File: config.mk
export PLATFORM = sky130hd
export DESIGN_NAME = load_store_unit
export DESIGN_NICKNAME = d
export VERILOG_FILES = /design/src/rtl/load_store_unit_pkg.sv /design/src/rtl/lsu_lane_merge.sv /design/src/rtl/load_store_unit.sv
export SDC_FILE = /design/constraint.sdc
export NUM_CORES = 1
export LEC_CHECK = 0
export CAP_MARGIN = 20
export CORE_MARGIN = 2
export CORE_UTILIZATION = 39
export CTS_BUF_LIST = sky130_fd_sc_hd__clkbuf_16
export DETAILED_ROUTE_END_ITERATION = 10
export PLACE_DENSITY = 0.71
export SYNTH_ARGS = -nofsm -noshare
export SYNTH_HDL_FRONTEND = slang
export SYNTH_SLANG_ARGS = --single-unit
File: constraint.sdc
create_clock -name clk -period 5 [get_ports clk]
set_input_delay 0.75 -clock clk [delete_from_list [all_inputs] [get_ports clk]]
set_output_delay 0.75 -clock clk [all_outputs]
set_load 0.03 [all_outputs]
File: src/rtl/load_store_unit_pkg.sv
// Shared encodings for the load/store unit: access sizes, FSM states and
// the alignment rule used at request acceptance.
package load_store_unit_pkg;

    localparam logic [1:0] SZ_B = 2'd0;
    localparam logic [1:0] SZ_H = 2'd1;
    localparam logic [1:0] SZ_W = 2'd2;
    localparam logic [1:0] SZ_D = 2'd3;

    typedef enum logic [2:0] {
        IDLE = 3'd0,
        RD   = 3'd1,
        CAP  = 3'd2,
        WR   = 3'd3,
        RESP = 3'd4
    } lsu_state_t;

    // An access must be naturally aligned to its own size.
    function automatic logic is_misaligned(input logic [1:0] size, input logic [2:0] lane);
        logic bad;
        case (size)
            SZ_B:    bad = 1'b0;
            SZ_H:    bad = lane[0];
            SZ_W:    bad = |lane[1:0];
            default: bad = |lane;
        endcase
        return bad;
    endfunction

endpackage

File: src/rtl/lsu_lane_merge.sv
// Byte-lane datapath: extracts and extends a load from a dword, and merges
// store bytes into a dword for read-modify-write.
module lsu_lane_merge
    import load_store_unit_pkg::*;
(
    input  logic [63:0] i_dword,
    input  logic [63:0] i_sdata,
    input  logic [2:0]  i_lane,
    input  logic [1:0]  i_size,
    input  logic        i_unsigned,
    output logic [63:0] o_load,
    output logic [63:0] o_merged
);

    logic [5:0]  w_shamt;
    logic [63:0] w_shifted;
    logic [63:0] w_mask;
    logic [63:0] w_lane_mask;

    assign w_shamt   = {i_lane, 3'b000};
    assign w_shifted = i_dword >> w_shamt;

    // Size-dependent byte mask and sign/zero extension of the addressed bytes.
    always_comb begin
        w_mask = '1;
        o_load = w_shifted;
        case (i_size)
            SZ_B: begin
                w_mask = 64'h0000_0000_0000_00FF;
                o_load = i_unsigned ? {56'd0, w_shifted[7:0]}
                                    : {{56{w_shifted[7]}}, w_shifted[7:0]};
            end
            SZ_H: begin
                w_mask = 64'h0000_0000_0000_FFFF;
                o_load = i_unsigned ? {48'd0, w_shifted[15:0]}
                                    : {{48{w_shifted[15]}}, w_shifted[15:0]};
            end
            SZ_W: begin
                w_mask = 64'h0000_0000_FFFF_FFFF;
                o_load = i_unsigned ? {32'd0, w_shifted[31:0]}
                                    : {{32{w_shifted[31]}}, w_shifted[31:0]};
            end
            default: begin
                w_mask = '1;
                o_load = w_shifted;
            end
        endcase
    end

    assign w_lane_mask = w_mask << w_shamt;
    assign o_merged    = (i_dword & ~w_lane_mask) | ((i_sdata << w_shamt) & w_lane_mask);

endmodule

File: src/rtl/load_store_unit.sv
// Load/store unit: one operation at a time against a 64-bit data memory with
// one-cycle read latency. Sub-dword stores are done as read-modify-write.
module load_store_unit
    import load_store_unit_pkg::*;
(
    input  logic        clk,
    input  logic        rst,
    input  logic        req_valid,
    output logic        req_ready,
    input  logic        req_we,
    input  logic [1:0]  req_size,
    input  logic        req_unsigned,
    input  logic [31:0] req_addr,
    input  logic [63:0] req_wdata,
    output logic        resp_valid,
    output logic        resp_err,
    output logic [63:0] resp_rdata,
    output logic        mem_wen_D,
    output logic [29:0] mem_addr_D,
    output logic [63:0] mem_wdata_D,
    input  logic [63:0] mem_rdata_D
);

    lsu_state_t  r_state;
    lsu_state_t  w_state_d;
    logic        r_we;
    logic [1:0]  r_size;
    logic        r_unsigned;
    logic [2:0]  r_lane;
    logic [29:0] r_addr;
    logic [63:0] r_wdata;
    logic [63:0] r_rdata;
    logic        r_err;
    logic        w_accept;
    logic        w_misaligned;
    logic [63:0] w_load;
    logic [63:0] w_merged;

    assign w_accept     = (r_state == IDLE) && req_valid;
    assign w_misaligned = is_misaligned(req_size, req_addr[2:0]);

    lsu_lane_merge u_lane_merge (
        .i_dword    (mem_rdata_D),
        .i_sdata    (r_wdata),
        .i_lane     (r_lane),
        .i_size     (r_size),
        .i_unsigned (r_unsigned),
        .o_load     (w_load),
        .o_merged   (w_merged)
    );

    // State register and operation/datapath registers.
    always_ff @(posedge clk or posedge rst) begin
        if (rst) begin
            r_state    <= IDLE;
            r_we       <= 1'b0;
            r_size     <= SZ_B;
            r_unsigned <= 1'b0;
            r_lane     <= 3'd0;
            r_addr     <= 30'd0;
            r_wdata    <= 64'd0;
            r_rdata    <= 64'd0;
            r_err      <= 1'b0;
        end else begin
            r_state <= w_state_d;
            if (w_accept) begin
                r_we       <= req_we;
                r_size     <= req_size;
                r_unsigned <= req_unsigned;
                r_lane     <= req_addr[2:0];
                r_rdata    <= 64'd0;
                r_err      <= w_misaligned;
                // A misaligned request never touches memory, so leave the bus alone.
                if (!w_misaligned) begin
                    r_addr  <= {req_addr[31:3], 1'b0};
                    r_wdata <= req_wdata;
                end
            end
            if (r_state == CAP) begin
                if (r_we) begin
                    r_wdata <= w_merged;
                end else begin
                    r_rdata <= w_load;
                end
            end
        end
    end

    // Next-state logic.
    always_comb begin
        w_state_d = r_state;
        unique case (r_state)
            IDLE: begin
                if (req_valid) begin
                    if (w_misaligned) begin
                        w_state_d = RESP;
                    end else if (req_we && (req_size == SZ_D)) begin
                        w_state_d = WR;
                    end else begin
                        w_state_d = RD;
                    end
                end
            end
            RD:      w_state_d = CAP;
            CAP:     w_state_d = r_we ? WR : RESP;
            WR:      w_state_d = RESP;
            RESP:    w_state_d = IDLE;
            default: w_state_d = IDLE;
        endcase
    end

    assign req_ready   = (r_state == IDLE);
    assign resp_valid  = (r_state == RESP);
    assign resp_err    = r_err;
    assign resp_rdata  = r_rdata;
    assign mem_wen_D   = (r_state == WR);
    assign mem_addr_D  = r_addr;
    assign mem_wdata_D = r_wdata;

endmodule

== Word-level counts from Yosys, hierarchy flattened ==
Cells that the tools add are included.

* Bits in read-only memories: 0
* Latch bits: 0
* Memory bits (writable): 0
* Memories: 0
* Output and inout port bits: 162
* Bits of input ports: 167
* Logic and storage cells: 53
* Flip-flop bits (word level): 168

* Multiply operators: 0
* Muxes and demuxes: 18
* Magnitude comparators: 0
* Shifts and indexed selects: 3
* Equal/unequal tests: 10
* Bitwise logic cells: 5
* Div/mod/pow operators: 0
* Add/subtract/negate cells: 0
* Reduce and logical (&&, ||, !) cells: 8

{| class="wikitable"
|+ Operators by type and width
! kind !! count
|-
| $mux W64 || 10
|-
| $pmux W64 S3 || 2
|-
| $and A64 B64 Y64 || 2
|-
| $shl A64 B6 Y64 || 2
|-
| $not A64 Y64 || 1
|-
| $or A64 B64 Y64 || 1
|-
| $shr A64 B6 Y64 || 1
|-
| $pmux W3 S4 || 1
|-
| $mux W3 || 3
|-
| $eq A2 B2 Y1 const B || 3
|-
| $eq A3 B2 Y1 const B || 2
|-
| $eq A2 B1 Y1 const B || 2
|-
| $logic_not A2 Y1 || 2
|-
| $eq A3 B1 Y1 const B || 1
|-
| $eq A3 B3 Y1 const B || 1
|-
| $logic_not A3 Y1 || 1
|-
| $pmux W1 S3 || 1
|-
| $reduce_or A3 Y1 || 1
|-
| $logic_and A1 B1 Y1 || 2
|-
| $mux W2 || 1
|-
| $ne A2 B2 Y1 const B || 1
|-
| $reduce_and A2 Y1 || 1
|-
| $reduce_or A2 Y1 || 1
|-
| $not A1 Y1 || 1
|}

== Longest topological paths before layout ==
Gate-level depths: netlist of the first run.

* Depth after elaboration: 8
* Gate-level depth with buffers: 10
* Mapped depth without buffers: 5

== Cells and area by module ==
A second synthesis of the first run with hierarchy kept.

* Cell total of the unflattened synthesis: 1144
* Area total of the unflattened synthesis: 11426.0 µm²

{| class="wikitable"
|+ By module, submodules not included
! module !! cells each !! area an instance (µm²) !! times used !! sequential area each (µm²)
|-
| load_store_unit || 540 || 6769.0 || 1 || 4204.0
|-
| lsu_lane_merge || 604 || 4657.0 || 1 || 0.0
|}

== Least setup slack after synthesis of the first run ==
OpenSTA, ideal clock, no wires.

* Kind: input port to flip-flop
* Start: input mem_rdata_D[31]
* End: register r_rdata[22] (netlist: resp_rdata[22])
* Data arrival time: 2.058 ns
* Path buffers: 1
* Stages on the path: 6
* Setup time: 0.146 ns
* Required time: 4.854 ns
* Slack: 2.796 ns
* Cell sequence: mux2_1 a2bb2oi_1 o221ai_1 a31oi_2 buf_2 o221ai_1

* Longest elaborated chain between the ends: 5
* Elaborated cells between the ends (all ways): 6
* Those cells by class: 1 x shift; 5 x mux

{| class="wikitable"
|+ RTL lines
! element !! RTL line !! text
|-
| start: declaration || load_store_unit.sv:21 || <nowiki>input logic [63:0] mem_rdata_D</nowiki>
|-
| $shr A64 B6 Y64 (*) || lsu_lane_merge.sv:21 || <nowiki>assign w_shifted = i_dword >> w_shamt;</nowiki>
|-
| $mux W64 (on tied branches) || lsu_lane_merge.sv:35, lsu_lane_merge.sv:30 ||
|-
| $pmux W64 S3 (*) || lsu_lane_merge.sv:27 || <nowiki>case (i_size)</nowiki>
|-
| $mux W64 (*) || load_store_unit.sv:80 || <nowiki>if (r_we) begin</nowiki>
|-
| $mux W64 (*) || load_store_unit.sv:79 || <nowiki>if (r_state == CAP) begin</nowiki>
|-
| end signal: assignment || load_store_unit.sv:83 || <nowiki>r_rdata <= w_load;</nowiki>
|-
| end: declaration || load_store_unit.sv:32 || <nowiki>logic [63:0] r_rdata;</nowiki>
|}

Mark *: on every way between the ends. The rest lies on a longest branch, timed or not.
A chain may end at the register's enable or synchronous reset.

== Worst setup path in the final report of the first run ==
* Start: register r_lane[2]
* End: register r_rdata[21] (netlist: resp_rdata[21])

* Longest elaborated chain between the ends: 5
* Elaborated cells between the ends (all ways): 7
* Those cells by class: 1 x shift; 6 x mux

{| class="wikitable"
|+ RTL lines
! element !! RTL line !! text
|-
| start: declaration || load_store_unit.sv:29 || <nowiki>logic [2:0] r_lane;</nowiki>
|-
| start signal: assignment || load_store_unit.sv:70 || <nowiki>r_lane <= req_addr[2:0];</nowiki>
|-
| $shr A64 B6 Y64 (*) || lsu_lane_merge.sv:21 ||
|-
| $mux W64 (on tied branches) || lsu_lane_merge.sv:40, lsu_lane_merge.sv:30, lsu_lane_merge.sv:35 ||
|-
| $pmux W64 S3 (*) || lsu_lane_merge.sv:27 ||
|-
| $mux W64 (*) || load_store_unit.sv:80 ||
|-
| $mux W64 (*) || load_store_unit.sv:79 ||
|}

Marked as above.

==> run_results.csv, run 1 <==
group,metric,value,unit
outcome,status,"completed",
placement,io_buffer_count,327,
clock_tree,numCtsBuffers,17,
finish,area.growth.synth_to_final,36.9,%
floorplanning,rows,61,
floorplanning,die_w,171,um
clock_tree,clockRootBuffer,"clkbuf_16",
sta,finalSetupViolations,0,
synthesis,synth_area,0.0109,mm2
worst_setup_path,worstPathArrival,3.51,ns
clock_tree,cts_sinks,168,
sta,fin_crit_sh,0.647,
sta,final-hold-violation-count,0,
finish,final_nets,1698,
sta,setup_tns,0,ns
power_and_ir_drop,power_density,746,mW/mm2
sta,tightest_slew,1.15,ns
power_and_ir_drop,peakVddDrop,0.000359,V
clock_tree,tritoncts,"built",
sta,rsz0062_at_grt,"false",
worst_setup_path,crit_required,5.28,ns
job,maxCapViolations,0,
floorplanning,initial_core_util,0.393,
clock_tree,hold_buffers,0,
finish,fill_cells,2587,
hold_path,hp-class,"reg2reg",
worst_setup_path,reg2reg_depth,6,
routing,num_vias,11400,
worst_setup_path,criticalPathCategory,"reg2reg",
routing,drcViolationCount,0,
synthesis,synth_cell_types,68,
synthesis,synth.avg_cell_area,8.46,um2
finish,multi_input_area,0.00611,mm2
floorplanning,die_y,171,um
sta,drv_slew,0,
worst_setup_path,cp-start-kind,"flip-flop",
global_routing,grt_pass1_vias,11000,
synthesis,seq_area_frac_synth,0.387,
clock_tree,cts_setup_buffers,0,
sta,relSlewSlack,0.231,
global_routing,grt_pass1_wl,66900,um
power_and_ir_drop,intPower,5.36,mW
finish,drive_above_1_share,0.0997,
power_and_ir_drop,swShare,0.517,
synthesis,synth_fp_nets,1451,
hold_path,min_delay_path_depth,2,
routing,drt_iter0_drc,1640,
clock_tree,cts_buffer_depth,2,
power_and_ir_drop,leakagePower,6.03,nW
routing,ant_nets,0,
clock_tree,h-tree-depth,4,
synthesis,synth_top_flop_cell,"dfrtp_1",
placement,dp.cells,1890,
global_routing,overflow,0,
routing,via_per_inst,5.95,
power_and_ir_drop,power_frac_comb,0.622,
finish,final_cell_mix,"327 x clkdlybuf4s50_1, 276 x nand2_1, 165 x dfrtp_1, 116 x a21oi_1, 84 x nor2_1",
synthesis,syn_inst,1284,
routing,first_pass_iters,6,
routing,routed_wirelength,45100,um
global_routing,grt_max_degree,89,
finish,final_common_cell,"clkdlybuf4s50_1",
power_and_ir_drop,pwr-share-seq,0.263,
clock_tree,clock_latency,0.45,ns
clock_tree,cts_resized,0,
placement,hpwl,33600,um
sta,clock_skew,0.0115,ns
power_and_ir_drop,power.switching,5.74,mW
synthesis,synth-edff-count,0,
synthesis,ys_warn_count,0,
worst_setup_path,crit_path_end_kind,"flip-flop",
global_routing,grt.total_usage,0.304,
global_routing,antenna_found_initial,1,
sta,max_freq,0.309,GHz
synthesis,async_flop_share,1.00,
finish,final_cells,1923,
placement,dp_slack,1.78,ns
placement,gp_congestion,0.972,
power_and_ir_drop,clock_power_share,0.116,
sta,setup_slack,1.76,ns
synthesis,synth-seq-cells,168,
clock_tree,path_clk_slew,0.07,ns
floorplanning,die_area,0.0292,mm2
sta,post-route-min-period,3.24,ns
floorplanning,io_pins,329,
finish,regArea,0.00421,mm2
worst_setup_path,worstPathMaxFanout,44,
floorplanning,core-area,0.0276,mm2
routing,routedWlPerCell,23.4,um
sta,whs,0.474,ns
## critical path, stage by stage (launching register included)
cell	delay, ns
dfrtp_2	0.90
buf_4	0.53
nor2_1	0.13
a2bb2oi_1	0.19
o221ai_1	0.27
a31oi_2	0.79
o221ai_1	0.24
## sequential cells by signal, summed over array words and instances, names as in the netlist, named ones only
signal	flops
r_we	1
resp_rdata	64
mem_wdata_D	48
r_lane	3
r_size	2
mem_addr_D	29
r_unsigned	1
resp_err	1
r_state	3
## final cells by class
cell class	instances	share of cell area
diodes	1	0.000168
well taps	378	0.0318
inverters	12	0.00328
multi-input cells	985	0.411
clock inverters	15	0.00833
flip-flops and latches	168	0.283
repair buffers	347	0.234
clock buffers	17	0.0286
## cell usage after synthesis (all sizes together) (2+ instances only)
cell       n  area [um2]
nand2    276        1040
dfrtp    168        4200
a21oi    147         860
nor2      84         315
mux2i     77         771
clkbuf    65         246
o21ai     57         285
mux2      55         619
buf       54         299
a211oi    38         285
o22ai     25         156
a221oi    21         184
a22oi     21         158
o221ai    21         184
nand3     20         100
and3      19         119
a31oi     12        81.3
inv       12        45.0
nand2b    11        68.8
nor2b     10        62.6
o211ai     9        67.6
nor3       8        45.0
a222oi     7        70.1
and2       7        43.8
o2111ai    6        52.6
a2bb2oi    5        43.8
o21a       5        37.5
a32oi      4        35.0
o311a      4        40.0
a311oi     3        43.8
a21o       2        15.0
a22o       2        17.5
a41oi      2        25.0
and3b      2        17.5
nor4b      2        23.8
nor4bb     2        20.0
o31ai      2        15.0
or2        2        12.5
## power by group through the flow
stage / combinational, mW / sequential, mW / clock, mW
after floorplan: 3.63 / 3.50 / 0
after global placement: 6.76 / 2.88 / 0
after detailed placement: 6.82 / 2.89 / 0
after CTS: 6.83 / 2.88 / 1.30
after global routing: 7.34 / 2.99 / 1.35
final: 6.90 / 2.91 / 1.28
## worst paths after layout
| check | slack (ns) | start | endpoint |
|---|---|---|---|
| setup reg to reg | 1.76 | r_lane[2]$_DFFE_PP0P_ | resp_rdata[21]$_DFF_PP0_ |
| hold / removal | 0.47 | mem_addr_D[26]$_DFFE_PP0P_ | mem_addr_D[26]$_DFFE_PP0P_ |
| max in group asynchronous | 3.73 | rst | r_lane[1]$_DFFE_PP0P_ |
| hold reg to reg | 0.47 | mem_addr_D[26]$_DFFE_PP0P_ | mem_addr_D[26]$_DFFE_PP0P_ |
| min in group asynchronous | 0.79 | rst | async pin |
| setup / recovery | 1.76 | r_lane[2]$_DFFE_PP0P_ | resp_rdata[21]$_DFF_PP0_ |
## metal layers
| metal | GRT usage | up-vias | routed length, um |
|---|---|---|---|
| li1 | - | 5146 | - |
| met1 | 0.429 | 5494 | 19100 |
| met2 | 0.457 | 710 | 19900 |
| met3 | 0.0703 | 92 | 4660 |
| met4 | 0.109 | 0 | 1410 |
| met5 | 0 | - | 0 |
## metrics by stage
| stage | power [mW] | util | instance area [um2] |
|---|---|---|---|
| 3_3_place_gp | 9.63 | 0.518 | 14300 |
| 6_report | 11.1 | 0.538 | 14900 |
| 4_1_cts | 11.0 | 0.538 | 14900 |
| 3_5_place_dp | 9.71 | 0.518 | 14300 |
| 5_1_grt | 11.7 | 0.538 | 14900 |
| 2_1_floorplan | 7.13 | - | 10900 |
## cells by family after synthesis
kind of cell,Yosys count,synth area share
buf+inv,131,0.0544
other cells,1,0.000345
compound gates,403,0.253
flops,168,0.387
simple gates,449,0.177
mux,132,0.128
No activity file was read; power rests on OpenSTA's default activity.
==> run 2: changes to the inputs <==
Clock period 5 ns to 2.9 ns, I/O delays scaled along.
==> run_results.csv, run 2 (same netlist as run 1, synthesis figures left out) <==
group,metric,value,unit
finish,drive_above_1_share,0.118,
finish,final_cell_mix,"327 x clkdlybuf4s50_1, 276 x nand2_1, 165 x dfrtp_1, 116 x a21oi_1, 84 x nor2_1",
worst_setup_path,crit_path_end_kind,"flip-flop",
placement,dp.cells,1921,
routing,drcViolationCount,0,
finish,fill_cells,2572,
global_routing,antenna_found_initial,3,
floorplanning,die_w,171,um
placement,gp_congestion,0.982,
clock_tree,tritoncts,"built",
worst_setup_path,crit_required,3.24,ns
sta,tightest_slew,1.06,ns
outcome,status,"completed",
routing,routed_wirelength,45000,um
floorplanning,die_y,171,um
placement,io_buffer_count,327,
floorplanning,die_area,0.0292,mm2
finish,final_common_cell,"clkdlybuf4s50_1",
power_and_ir_drop,peakVddDrop,0.000550,V
floorplanning,io_pins,329,
routing,ant_nets,0,
sta,drv_slew,0,
clock_tree,clockRootBuffer,"clkbuf_16",
sta,max_freq,0.387,GHz
routing,first_pass_iters,6,
sta,post-route-min-period,2.58,ns
worst_setup_path,cp-start-kind,"flip-flop",
finish,multi_input_area,0.00611,mm2
worst_setup_path,worstPathMaxFanout,36,
clock_tree,cts_buffer_depth,2,
finish,final_cells,1957,
job,maxCapViolations,0,
sta,clock_skew,0.0120,ns
clock_tree,clock_latency,0.45,ns
clock_tree,cts_resized,0,
clock_tree,hold_buffers,0,
sta,rsz0062_at_grt,"false",
sta,fin_crit_sh,0.890,
finish,area.growth.synth_to_final,40.5,%
global_routing,grt_pass1_wl,67300,um
routing,routedWlPerCell,23.0,um
sta,final-hold-violation-count,0,
floorplanning,core-area,0.0276,mm2
clock_tree,cts_setup_buffers,0,
sta,finalSetupViolations,0,
routing,num_vias,11600,
global_routing,grt.total_usage,0.304,
power_and_ir_drop,power_density,1280,mW/mm2
finish,final_nets,1730,
clock_tree,path_clk_slew,0.07,ns
power_and_ir_drop,leakagePower,6.24,nW
clock_tree,h-tree-depth,4,
routing,via_per_inst,5.92,
finish,largest_reg_flops,64,
sta,relSlewSlack,0.292,
hold_path,hp-class,"reg2reg",
sta,setup_tns,0,ns
floorplanning,rows,61,
clock_tree,cts_sinks,168,
worst_setup_path,criticalPathCategory,"reg2reg",
routing,drt_iter0_drc,1500,
floorplanning,initial_core_util,0.393,
clock_tree,numCtsBuffers,17,
finish,regArea,0.00421,mm2
placement,hpwl,34400,um
global_routing,grt_max_degree,74,
global_routing,grt_pass1_vias,11000,
global_routing,overflow,0,
worst_setup_path,worstPathArrival,2.92,ns
run 2: cell types whose count changed in the layout (fill, tap and decap cells not counted), sizes merged:
cell      change
clkinvlp      +1
inv           +3
bufinv        +2
clkinv        -6
buf          +32
diode         +2
run 2: stage by stage:
stage                      util  hold slack, ns  worst slack [ns]  cell area, um2  power [mW]
after global placement    0.530           0.459             0.362           14600        16.8
after global routing      0.552           0.495             0.129           15300        20.6
final                     0.552           0.476             0.318           15300        19.6
after detailed placement  0.530           0.464             0.270           14600        16.9
after CTS                 0.552           0.483             0.401           15200        19.4
after floorplan               -           0.540             0.324           10900        12.3
run 2: power by group:
| part | internal (mW) | switching (mW) | total [mW] |
|---|---|---|---|
| logic | 4.99 | 7.41 | 12.4 |
| clock network | 1.31 | 1.12 | 2.43 |
| registers | 3.41 | 1.35 | 4.76 |
| total | 9.70 | 9.88 | 19.6 |
run 2: final cells by class:
cell class,instances,area share
multi-input combinational,985,0.400
sequential,168,0.276
timing repair buffer,379,0.249
tap,378,0.0310
clock buffer,17,0.0279
clock inverter,15,0.0122
inverter,12,0.00320
antenna,3,0.000492
run 2: worst paths after layout:
path,from,to,slack (ns),cells past startpoint
min reg2reg,mem_addr_D[20]$_DFFE_PP0P_,mem_addr_D[20]$_DFFE_PP0P_,0.48,2
min,mem_addr_D[20]$_DFFE_PP0P_,mem_addr_D[20]$_DFFE_PP0P_,0.48,2
max,r_lane[2]$_DFFE_PP0P_,flip-flop,0.32,5
min in group asynchronous,rst,async pin,0.49,2
max in group asynchronous,rst,resp_rdata[5]$_DFF_PP0_,1.73,3
max reg2reg,r_lane[2]$_DFFE_PP0P_,flip-flop,0.32,5
run 2: critical path, stage by stage (launching register included):
cell       delay (ns)
dfrtp_2          0.65
nor4bb_1         0.46
a21oi_1          0.20
nor2_1           0.83
nand2_1          0.16
o2111ai_1        0.16
run 2: layer usage:
layer / wire, um / vias to the layer above / GRT usage
met5: 0 / - / 0
met4: 1250 / 0 / 0.0995
met3: 4510 / 76 / 0.0509
met2: 20200 / 760 / 0.469
met1: 19000 / 5542 / 0.433
li1: - / 5212 / -
==> run 3: changes to the inputs <==
Settings changed: CAP_MARGIN 20 to not set.
==> run_results.csv, run 3 (same netlist as run 1, synthesis figures left out) <==
group,metric,value,unit
worst_setup_path,worstPathMaxFanout,36,
floorplanning,core-area,0.0276,mm2
clock_tree,numCtsBuffers,17,
routing,num_vias,11600,
power_and_ir_drop,power_density,1280,mW/mm2
floorplanning,rows,61,
floorplanning,die_w,171,um
finish,final_area,0.0153,mm2
power_and_ir_drop,swShare,0.505,
power_and_ir_drop,power.switching,9.89,mW
power_and_ir_drop,intPower,9.69,mW
worst_setup_path,crit_path_end_kind,"flip-flop",
routing,via_per_inst,5.93,
clock_tree,cts_buffer_depth,2,
job,maxCapViolations,0,
placement,gp_congestion,0.982,
clock_tree,clock_latency,0.45,ns
finish,largest_reg_flops,64,
sta,whs,0.476,ns
global_routing,antenna_found_initial,3,
sta,max_freq,0.394,GHz
sta,finalSetupViolations,0,
sta,clock_skew,0.0140,ns
hold_path,hp-class,"reg2reg",
clock_tree,cts_setup_buffers,0,
clock_tree,clockRootBuffer,"clkbuf_16",
sta,final-hold-violation-count,0,
clock_tree,tritoncts,"built",
finish,multi_input_area,0.00611,mm2
worst_setup_path,criticalPathCategory,"reg2reg",
worst_setup_path,reg2reg_from,"r_lane[2]$_DFFE_PP0P_",
sta,drv_slew,0,
sta,rsz0062_at_grt,"false",
sta,post-route-min-period,2.54,ns
clock_tree,path_clk_slew,0.07,ns
floorplanning,die_y,171,um
power_and_ir_drop,power_frac_comb,0.633,
worst_setup_path,crit_buf_inv,0,
floorplanning,io_pins,329,
routing,routed_wirelength,45000,um
sta,setup_tns,0,ns
clock_tree,cts_resized,0,
worst_setup_path,cp_slowest_stage_delay,0.82,ns
finish,final_nets,1729,
worst_setup_path,worstPathArrival,2.88,ns
clock_tree,h-tree-depth,4,
global_routing,grt_pass1_vias,11000,
finish,final_util,0.552,
global_routing,grt_pass1_wl,67300,um
routing,drt_iter0_drc,1549,
power_and_ir_drop,pwr-share-seq,0.243,
worst_setup_path,r2r_slack,0.36,ns
hold_path,hp-start,"mem_addr_D[20]$_DFFE_PP0P_",
clock_tree,cts_sinks,168,
global_routing,grt_max_degree,74,
floorplanning,die_area,0.0292,mm2
sta,relSlewSlack,0.226,
global_routing,grt.total_usage,0.304,
finish,final_common_cell,"clkdlybuf4s50_1",
sta,tightest_slew,1.16,ns
power_and_ir_drop,leakagePower,6.24,nW
worst_setup_path,crit_required,3.24,ns
placement,io_buffer_count,327,
sta,fin_crit_sh,0.876,
worst_setup_path,reg2reg_depth,5,
finish,regArea,0.00421,mm2
clock_tree,hold_buffers,0,
placement,hpwl,34400,um
routing,ant_nets,0,
power_and_ir_drop,clock_power_share,0.124,
worst_setup_path,cpMaxStageDelayCell,"nor2_1",
hold_path,min_delay_path_depth,2,
routing,drcViolationCount,0,
finish,fill_cells,2574,
worst_setup_path,path_delay_family,"simple AND/OR/NAND/NOR gates",
finish,drive_above_1_share,0.117,
placement,dpl_cell_area,0.0146,mm2
finish,final_cell_mix,"327 x clkdlybuf4s50_1, 276 x nand2_1, 165 x dfrtp_1, 116 x a21oi_1, 84 x nor2_1",
finish,area.growth.synth_to_final,40.4,%
worst_setup_path,cp-start-kind,"flip-flop",
power_and_ir_drop,peakVddDrop,0.000551,V
global_routing,overflow,0,
routing,routedWlPerCell,23.0,um
routing,first_pass_iters,6,
outcome,status,"completed",
hold_path,min_to,"mem_addr_D[20]$_DFFE_PP0P_",
worst_setup_path,crit_chain,"nor4bb_1 > a21oi_1 > nor2_1 > nand2_1 > o2111ai_1",
floorplanning,initial_core_util,0.393,
## run 3: changes by cell type in the layout (fill, tap and decap cells not counted)
cell,before,now
buf_4,41,40
diode_2,3,2
## run 3: routing by layer
layer	vias to the layer above	global-route usage	wire, um
li1	5208	-	-
met2	730	0.469	20100
met1	5569	0.433	19200
met4	0	0.0995	1370
met5	-	0	0
met3	86	0.0509	4390
## run 3: how the worst max path moves through the flow
stage               cells past startpoint  slack (ns)                   from                        to
detailed placement                      9        0.27              req_valid  mem_wdata_D[0]$_DFF_PP0_
global route                            5        0.14  r_lane[2]$_DFFE_PP0P_                 flip-flop
floorplan                               1        0.32                    rst                 async pin
finish                                  5        0.36  r_lane[2]$_DFFE_PP0P_                 flip-flop
CTS                                     5        0.40  r_lane[2]$_DFFE_PP0P_                 flip-flop
global placement                        6        0.36            req_size[1]                 flip-flop
## run 3: power by group through the flow
stage,sequential [mW],combinational (mW),clock [mW]
2_1_floorplan,6.04,6.25,0
3_3_place_gp,4.70,12.1,0
3_5_place_dp,4.73,12.2,0
4_1_cts,4.71,12.2,2.45
5_1_grt,4.88,13.2,2.54
6_report,4.76,12.4,2.43
## run 3: tightest hold or removal path: stages (launching register included)
cell,delay [ns]
dfrtp_1,0.34
nand2_1,0.05
nand2_1,0.06
## run 3: metrics by stage
step | std cells | worst slack (ns) | power (mW)
2_1_floorplan | 1284 | 0.324 | 12.3
3_3_place_gp | 1921 | 0.362 | 16.8
3_5_place_dp | 1921 | 0.270 | 16.9
4_1_cts | 1953 | 0.401 | 19.4
5_1_grt | 1955 | 0.140 | 20.6
6_report | 1955 | 0.359 | 19.6
## run 3: final cells by class
cell class / instances / share of cell area
multi-input cells: 985 / 0.401
clock inverters: 15 / 0.0122
clock buffers: 17 / 0.0279
well taps: 378 / 0.0310
repair buffers: 378 / 0.249
diodes: 2 / 0.000328
inverters: 12 / 0.00320
flip-flops and latches: 168 / 0.276
